`config.mk`:
```
export PLATFORM = sky130hd
export DESIGN_NAME = instr_fetch_queue
export DESIGN_NICKNAME = d
export VERILOG_FILES = /design/src/rtl/ifetch_pkg.sv /design/src/rtl/ifq_fifo.sv /design/src/rtl/instr_fetch_queue.sv
export SDC_FILE = /design/constraint.sdc
export NUM_CORES = 1
export LEC_CHECK = 0
export CAP_MARGIN = 20
export CORE_AREA = 4 4 198 200
export DETAILED_ROUTE_END_ITERATION = 8
export DIE_AREA = 0 0 202 204
export GPL_ROUTABILITY_DRIVEN = 0
export PLACE_DENSITY = 0.7
export SLEW_MARGIN = 40
export SYNTH_ARGS = -nofsm -noshare
export SYNTH_HDL_FRONTEND = slang
export SYNTH_HIERARCHICAL = 1
export SYNTH_SLANG_ARGS = --single-unit
```
`constraint.sdc`:
```
create_clock -name clk -period 12 [get_ports clk]
set_input_delay 1.2 -clock clk [delete_from_list [all_inputs] [get_ports clk]]
set_output_delay 1.2 -clock clk [all_outputs]
set_load 0.01 [all_outputs]
```
`src/rtl/ifetch_pkg.sv`:
```
// Shared constants and types for the instruction fetch queue.
package ifetch_pkg;

    localparam logic [31:0] NOP_INSTR        = 32'h0000_0013;
    localparam logic [31:0] DEFAULT_RESET_PC = 32'h0000_0000;

    typedef struct packed {
        logic [31:0] pc;
        logic [31:0] instr;
    } ifq_entry_t;

endpackage

```
`src/rtl/ifq_fifo.sv`:
```
// In-order prefetch buffer of {pc, instr} entries with flush.
// The head is read directly from storage flops, so a word pushed at an edge
// becomes visible at the head only in the following cycle.
module ifq_fifo
    import ifetch_pkg::*;
#(
    parameter int DEPTH = 4
) (
    input  logic                     clk,
    input  logic                     rst_b,
    input  logic                     push,
    input  ifq_entry_t               push_data,
    input  logic                     pop,
    input  logic                     flush,
    output ifq_entry_t               head,
    output logic                     head_valid,
    output logic [$clog2(DEPTH):0]   count
);

    localparam int AW = $clog2(DEPTH);
    localparam logic [AW:0]   FULL    = (AW + 1)'(DEPTH);
    localparam logic [AW:0]   CNT_ONE = (AW + 1)'(1);
    localparam logic [AW-1:0] PTR_ONE = AW'(1);

    ifq_entry_t    mem [DEPTH];
    logic [AW-1:0] wr_ptr;
    logic [AW-1:0] rd_ptr;
    logic          do_push;
    logic          do_pop;

    // Full-queue push is blocked defensively; upstream credits should prevent it.
    assign do_push    = push && (count != FULL);
    assign do_pop     = pop && head_valid;
    assign head_valid = (count != '0);
    assign head       = mem[rd_ptr];

    // Entry storage; no reset needed because count qualifies every read.
    always_ff @(posedge clk) begin
        if (do_push && !flush) begin
            mem[wr_ptr] <= push_data;
        end
    end

    // Pointer and occupancy tracking; flush wins over push and pop.
    always_ff @(posedge clk or negedge rst_b) begin
        if (!rst_b) begin
            wr_ptr <= '0;
            rd_ptr <= '0;
            count  <= '0;
        end else if (flush) begin
            wr_ptr <= '0;
            rd_ptr <= '0;
            count  <= '0;
        end else begin
            if (do_push) begin
                wr_ptr <= wr_ptr + PTR_ONE;
            end
            if (do_pop) begin
                rd_ptr <= rd_ptr + PTR_ONE;
            end
            if (do_push && !do_pop) begin
                count <= count + CNT_ONE;
            end else if (!do_push && do_pop) begin
                count <= count - CNT_ONE;
            end
        end
    end

endmodule

```
`src/rtl/instr_fetch_queue.sv`:
```
// Sequential instruction fetcher with credit-limited prefetch queue and
// redirect handling (flush plus discard of stale in-flight responses).
module instr_fetch_queue
    import ifetch_pkg::*;
#(
    parameter logic [31:0] RESET_PC = DEFAULT_RESET_PC,
    parameter int          DEPTH    = 4
) (
    input  logic        clk,
    input  logic        reset,
    output logic        imem_req,
    output logic [31:0] imem_addr,
    input  logic        imem_gnt,
    input  logic        imem_rvalid,
    input  logic [31:0] imem_rdata,
    output logic        inst_valid,
    output logic [31:0] inst_out,
    output logic [31:0] inst_pc,
    input  logic        inst_ready,
    input  logic        redirect,
    input  logic [31:0] redirect_pc
);

    localparam int CW = $clog2(DEPTH) + 1;
    localparam logic [CW:0]   DEPTH_W = (CW + 1)'(DEPTH);
    localparam logic [CW-1:0] ONE     = CW'(1);

    logic [31:0]   fetch_pc;
    logic [31:0]   resp_pc;
    logic [31:0]   redirect_target;
    logic [CW-1:0] outstanding;
    logic [CW-1:0] outstanding_nxt;
    logic [CW-1:0] drop_cnt;
    logic [CW-1:0] fifo_count;
    logic [CW:0]   credit_used;
    logic          grant;
    logic          resp;
    logic          push;
    logic          pop;
    logic          fifo_valid;
    ifq_entry_t    push_entry;
    ifq_entry_t    head;

    // Every granted-but-unreturned word already owns a queue slot.
    assign credit_used     = {1'b0, outstanding} + {1'b0, fifo_count};
    // Request is held low while reset is asserted so the bus is quiet.
    assign imem_req        = reset && !redirect && (credit_used < DEPTH_W);
    assign imem_addr       = fetch_pc;
    assign grant           = imem_req && imem_gnt;
    // A response with nothing outstanding is ignored rather than underflowing.
    assign resp            = imem_rvalid && (outstanding != '0);
    // A response arriving during a redirect is stale along with everything else.
    assign push            = resp && (drop_cnt == '0) && !redirect;
    assign pop             = fifo_valid && inst_ready;
    assign redirect_target = redirect_pc & 32'hFFFF_FFFC;
    assign push_entry      = '{pc: resp_pc, instr: imem_rdata};

    assign inst_valid = fifo_valid;
    assign inst_out   = fifo_valid ? head.instr : NOP_INSTR;
    assign inst_pc    = fifo_valid ? head.pc : 32'h0000_0000;

    // Outstanding count after this cycle's grant and response.
    always_comb begin
        outstanding_nxt = outstanding;
        if (grant && !resp) begin
            outstanding_nxt = outstanding + ONE;
        end else if (!grant && resp) begin
            outstanding_nxt = outstanding - ONE;
        end
    end

    // Fetch/response PCs, credits and stale-response bookkeeping.
    always_ff @(posedge clk or negedge reset) begin
        if (!reset) begin
            fetch_pc    <= RESET_PC;
            resp_pc     <= RESET_PC;
            outstanding <= '0;
            drop_cnt    <= '0;
        end else begin
            outstanding <= outstanding_nxt;
            if (redirect) begin
                fetch_pc <= redirect_target;
                resp_pc  <= redirect_target;
                // Anything still in flight after this edge predates the redirect.
                drop_cnt <= outstanding_nxt;
            end else begin
                if (grant) begin
                    fetch_pc <= fetch_pc + 32'd4;
                end
                if (push) begin
                    resp_pc <= resp_pc + 32'd4;
                end
                if (resp && (drop_cnt != '0)) begin
                    drop_cnt <= drop_cnt - ONE;
                end
            end
        end
    end

    ifq_fifo #(
        .DEPTH (DEPTH)
    ) u_fifo (
        .clk        (clk),
        .rst_b      (reset),
        .push       (push),
        .push_data  (push_entry),
        .pop        (pop),
        .flush      (redirect),
        .head       (head),
        .head_valid (fifo_valid),
        .count      (fifo_count)
    );

endmodule
```
==> flow_summary.yaml, run 1 <==
run_status:
  status: "finished, final reports clean"
cells_and_area:
  layout.nets: 1161
  final_cell_mix: "edfxtp_1, clkdlybuf4s50_1, dfrtp_1"
  area_growth_pct: 24.7
  multi_input_area_sq_um: 4340
  design_area_sq_um: 17600
  fin_util: 0.471
  register_area_sq_um: 9520
  layout-drive-gt1-share: 0.153
  fillers: 3258
  instances_no_fill: 1617
  layout_commonest_cell: "edfxtp_1"
pwr:
  vdd_drop_max_mv: 0.0816
  leakagePower_nw: 5.87
  total_power_mw: 2.64
  power_density_nw_per_um2: 150
cts:
  clock_path_buffers: 3
  cts-root-buf: "clkbuf_16"
  htreeDepth: 2
  numCtsBuffers: 36
  cts.sinks: 329
  ctsHoldBuffers: 0
  cts_resized: 0
  clkSlewWorstSetupHoldPaths_ns: 0.06
  cts_tree: "yes"
  cts_setup_buffers: 0
  clk_latency_ns: 0.53
floorplan:
  dieWidth_microns: 202
  die_h_microns: 204
  io_pins: 168
  row_count: 71
  core_sq_um: 37400
  die_area_sq_um: 41200
  initial_core_util: 0.377
setup_path:
  worst_setup_path_end_kind: "output pin"
  critPathTopFamily: "buffers and inverters"
  crit_slowest_cell: "dfrtp_4"
  crit_type: "reg2out"
  reg2reg_to: "u_fifo/mem[2][14]"
  worstPathArrival_ns: 3.25
  required_ns: 10.80
  r2r_setup_slack_ns: 8.31
  cp_max_fo: 40
  path_cells: "buf_6 -> mux4_2 -> and2_1 -> clkdlybuf4s50_1"
  cp_slowest_stage_delay_ns: 0.83
  path_buf_inv: 2
  r2r_start: "outstanding[0]"
  r2r_cells: 11
  start_kind: "flop"
timing:
  tightestPinTransition_ns: 0.804
  fmax_mhz: 225
  fin_worst_skew_ns: 0.0194
  maxSlewHeadroom: 0.464
  final-hold-violation-count: 0
  layout_min_cycle_time_ns: 4.45
  drv_slew: 0
  fin_setup_tns_ns: 0
  setup_viol: 0
  period_share: 0.371
  rsz0062_at_grt: "false"
drt:
  ant_nets: 0
  drt-pass1-iter-count: 4
  drt_iter0_drc: 532
  wl_microns: 31600
  vias_per_cell: 5.14
  wl_per_cell_microns: 19.5
  num_vias: 8319
  drcViolationCount: 0
run:
  drv_cap: 0
logic_synthesis:
  synthFlopType: "edfxtp_1"
  yosysWarnings: 6
  syn_inst: 894
  synth_async_sr_flop_share: 0.222
  yosys.area.top_type: "edfxtp_1"
  synth_edf_count: 256
  syn_area_per_cell_sq_um: 15.8
  ys_seq_area_frac: 0.674
  syn_area_sq_um: 14100
  yosys.area.top_type_share: 0.545
  synth_seq_cells: 329
  synth_area_leaders: "edfxtp_1, dfrtp_1, mux4_2"
  ys_types: 64
global_route:
  grt_max_degree: 73
  grt_pass1_wl_microns: 49700
  overflow: 0
  grt.total_usage: 0.153
  grt_pass1_vias: 8614
  grt_antenna_before_repair: 1
place:
  port_buffers: 163
  placed_area_sq_um: 16400
  place_hpwl_microns: 20500
  place_inst: 1550
hold_path:
  hp-class: "in2async"
## final cells by class
cell class / count / area share
inverters: 20 / 0.00427
repair buffers: 178 / 0.105
diodes: 1 / 0.000142
flip-flops and latches: 329 / 0.541
clock buffers: 42 / 0.0525
clock inverters: 24 / 0.0146
multi-input cells: 512 / 0.247
well taps: 511 / 0.0363
## how the worst max path moves through the flow
stage / from / cells past startpoint / endpoint / slack, ns
5_1_grt: u_fifo/rd_ptr[0] / 4 / inst_pc[14] / 7.26
4_1_cts: u_fifo/rd_ptr[0] / 4 / inst_pc[21] / 7.41
6_report: u_fifo/rd_ptr[0] / 4 / inst_pc[14] / 7.55
2_1_floorplan: imem_rvalid / 6 / u_fifo/mem[0][0] / 7.81
3_3_place_gp: imem_rvalid / 7 / u_fifo/mem[0][11] / 7.31
3_5_place_dp: imem_rvalid / 9 / u_fifo/mem[2][11] / 7.37
## layer usage
layer	part of all wire	track usage	up-vias
li1	-	-	3799
met2	0.48	0.248	238
met3	0.055	0.0332	54
met1	0.44	0.210	4228
met4	0.023	0.0447	0
met5	0	0	-
## cell families after synthesis
family	Yosys count	synth area share
other cells	1	0.000266
simple gates	273	0.109
flops	329	0.674
xor+xnor	40	0.0248
buf+inv	62	0.0223
mux	77	0.112
compound gates	98	0.0447
fa+ha+maj	14	0.0129
## registers in the layout, indices dropped and copies added, names as in the netlist
name,count
outstanding,3
imem_addr,30
u_fifo/rd_ptr,2
resp_pc,30
drop_cnt,3
u_fifo/count,3
u_fifo/mem,256
u_fifo/wr_ptr,2
## per-stage QoR
step	setup WS, ns	hold WS (ns)
after floorplan	7.81	0.495
after CTS	7.41	0.453
after detailed placement	7.37	0.538
after global routing	7.26	0.449
final	7.55	0.474
after global placement	7.31	0.538
## worst reg2reg max path, delay by kind of cell, from the launching register on
family	cells	cell delay, ns
DFF	1	0.43
and+or+nand+nor	5	1.84
AOI/OAI and AO/OA	1	0.16
buffers and inverters	3	0.54
adders and majority gates	2	0.40
## synth_stat cells (12+ instances only)
master    count
ha_1         13
xnor2_1      21
dfrtp_1      73
clkbuf_1     20
nand4_1      15
o21ai_1      12
nand3_1      37
mux4_2       64
nand2_1      63
nor2_1       32
edfxtp_1    256
o21ai_0      32
and2_1       70
inv_1        19
xor2_1       19
## power by group
group,switching [mW],leakage (nW),internal [mW]
combinational,0.111,2.11,0.108
clock,0.449,0.561,0.644
sequential,0.0547,3.19,1.28
No activity file was read; power rests on OpenSTA's default activity.
==> run 2: changes to the inputs <==
- clock period: 12 -> 4.4 ns (I/O delays scaled with it)
==> run 2 against run 1 <==
Against the previous run: clock skew is 0.012 ns higher; register-to-register slack worse by 7.3 ns; die area stayed put; sequential power grew to 2.7 times the previous value; worst setup slack worse by 6.6 ns; critical endpoint is now inst_out[1].
==> flow_summary.yaml, run 2 (synthesized netlist as in run 1, its figures left out) <==
run_status:
  status: "finished, final reports clean"
cts:
  cts_tree: "yes"
  ctsHoldBuffers: 0
  clkSlewWorstSetupHoldPaths_ns: 0.06
  cts-root-buf: "clkbuf_16"
  numCtsBuffers: 36
  htreeDepth: 2
  cts_resized: 0
  clock_path_buffers: 3
  clk_latency_ns: 0.52
  cts_setup_buffers: 0
  cts.sinks: 329
cells_and_area:
  largest_register_ffs: 256
  layout-drive-gt1-share: 0.159
  layout_commonest_cell: "edfxtp_1"
  area_growth_pct: 25.1
  diodes: 0
  layout.nets: 1165
  final_cell_mix: "edfxtp_1, clkdlybuf4s50_1, dfrtp_1"
  regMostFlops: "u_fifo/mem"
  fillers: 3213
pwr:
  total_power_mw: 7.34
  p_sw_mw: 1.65
  clock_power_share: 0.423
  power_density_nw_per_um2: 416
  p_sw_frac: 0.226
  power_frac_seq: 0.495
  vdd_drop_max_mv: 0.314
  p_int_mw: 5.68
  leakagePower_nw: 5.92
  combPwrFrac: 0.082
floorplan:
  dieWidth_microns: 202
  row_count: 71
  io_pins: 168
  initial_core_util: 0.377
  die_h_microns: 204
  die_area_sq_um: 41200
  core_sq_um: 37400
global_route:
  grt_antenna_before_repair: 2
  grt_pass1_wl_microns: 50300
  grt_max_degree: 74
  grt_pass1_vias: 8589
  grt.total_usage: 0.155
  overflow: 0
timing:
  maxSlewHeadroom: 0.535
  final-hold-violation-count: 0
  tightestPinTransition_ns: 0.698
  drv_slew: 0
  fin_setup_tns_ns: 0
  fin_ws_ns: 0.979
  layout_min_cycle_time_ns: 3.42
  setup_viol: 0
  period_share: 0.777
  hold_slack_ns: 0.105
  fin_worst_skew_ns: 0.0311
  rsz0062_at_grt: "false"
  fmax_mhz: 292
drt:
  drt_iter0_drc: 486
  num_vias: 8366
  drcViolationCount: 0
  wl_per_cell_microns: 19.7
  wl_microns: 31900
  vias_per_cell: 5.16
  ant_nets: 0
  drt-pass1-iter-count: 5
setup_path:
  cp_max_fo: 22
  path_cells: "buf_4 -> mux4_2 -> nand2b_1 -> clkdlybuf4s50_1"
  worst_setup_path_end_kind: "output pin"
  crit_slowest_cell: "dfrtp_4"
  r2r_cells: 11
  required_ns: 3.96
  worstPathArrival_ns: 2.98
  start_kind: "flop"
  cp_slowest_stage_delay_ns: 0.65
  crit_type: "reg2out"
place:
  place_hpwl_microns: 20500
  port_buffers: 163
  pre_cts_ws_ns: 0.972
run:
  drv_cap: 0
hold_path:
  hp-class: "in2async"
run 2: cell types whose count changed in the layout (fill, tap and decap cells not counted), sizes merged:
| cell | delta |
|---|---|
| clkbuf | +5 |
| clkinvlp | -1 |
| clkinv | -3 |
| inv | -1 |
| buf | +4 |
| diode | -1 |
run 2: routing by layer:
metal	part of all wire	vias to the layer above	track usage
li1	-	3809	-
met1	0.44	4260	0.213
met2	0.49	245	0.254
met3	0.057	50	0.0330
met4	0.018	2	0.0366
met5	0.00041	-	0
run 2: final cells by class:
class | count | area (sq um) | share of cell area
timing repair buffer | 182 | 1830 | 0.104
clock inverter | 19 | 211 | 0.0120
inverter | 20 | 75.1 | 0.00425
multi-input combinational | 512 | 4340 | 0.246
sequential | 329 | 9520 | 0.539
tap | 511 | 639 | 0.0362
clock buffer | 47 | 1040 | 0.0587
run 2: stage by stage:
step | utilization | area [sq um] | cells
2_1_floorplan | - | 14100 | 903
3_3_place_gp | 0.438 | 16400 | 1554
3_5_place_dp | 0.439 | 16400 | 1554
4_1_cts | 0.472 | 17700 | 1620
5_1_grt | 0.472 | 17700 | 1620
6_report | 0.472 | 17700 | 1620
run 2: path summary, 6_finish.rpt:
| kind | to | from | slack [ns] |
|---|---|---|---|
| max in group asynchronous | u_fifo/rd_ptr[0] | reset | 3.76 |
| worst max register to register | u_fifo/mem[3][11] | outstanding[0] | 1.00 |
| worst min-delay path | imem_addr[28] | reset | 0.10 |
| min in group clk | u_fifo/rd_ptr[0] | redirect | 0.49 |
| worst max-delay path | inst_out[1] | u_fifo/rd_ptr[0] | 0.98 |
| worst min register to register | u_fifo/mem[3][63] | resp_pc[31] | 0.57 |
run 2: worst max-delay path, delay by kind of cell, from the launching register on:
kind                   cells  cell delay [ns]
flip-flops                 1             0.65
buffers and inverters      2             1.05
AND/OR/NAND/NOR            1             0.18
multiplexers               1             0.56
run 2: power groups by stage:
stage	clock network [mW]	registers [mW]	logic, mW
after global placement	0	3.68	0.591
after floorplan	0	3.67	0.330
after CTS	3.18	3.63	0.610
after detailed placement	0	3.69	0.603
after global routing	3.32	3.65	0.672
final	3.10	3.63	0.603
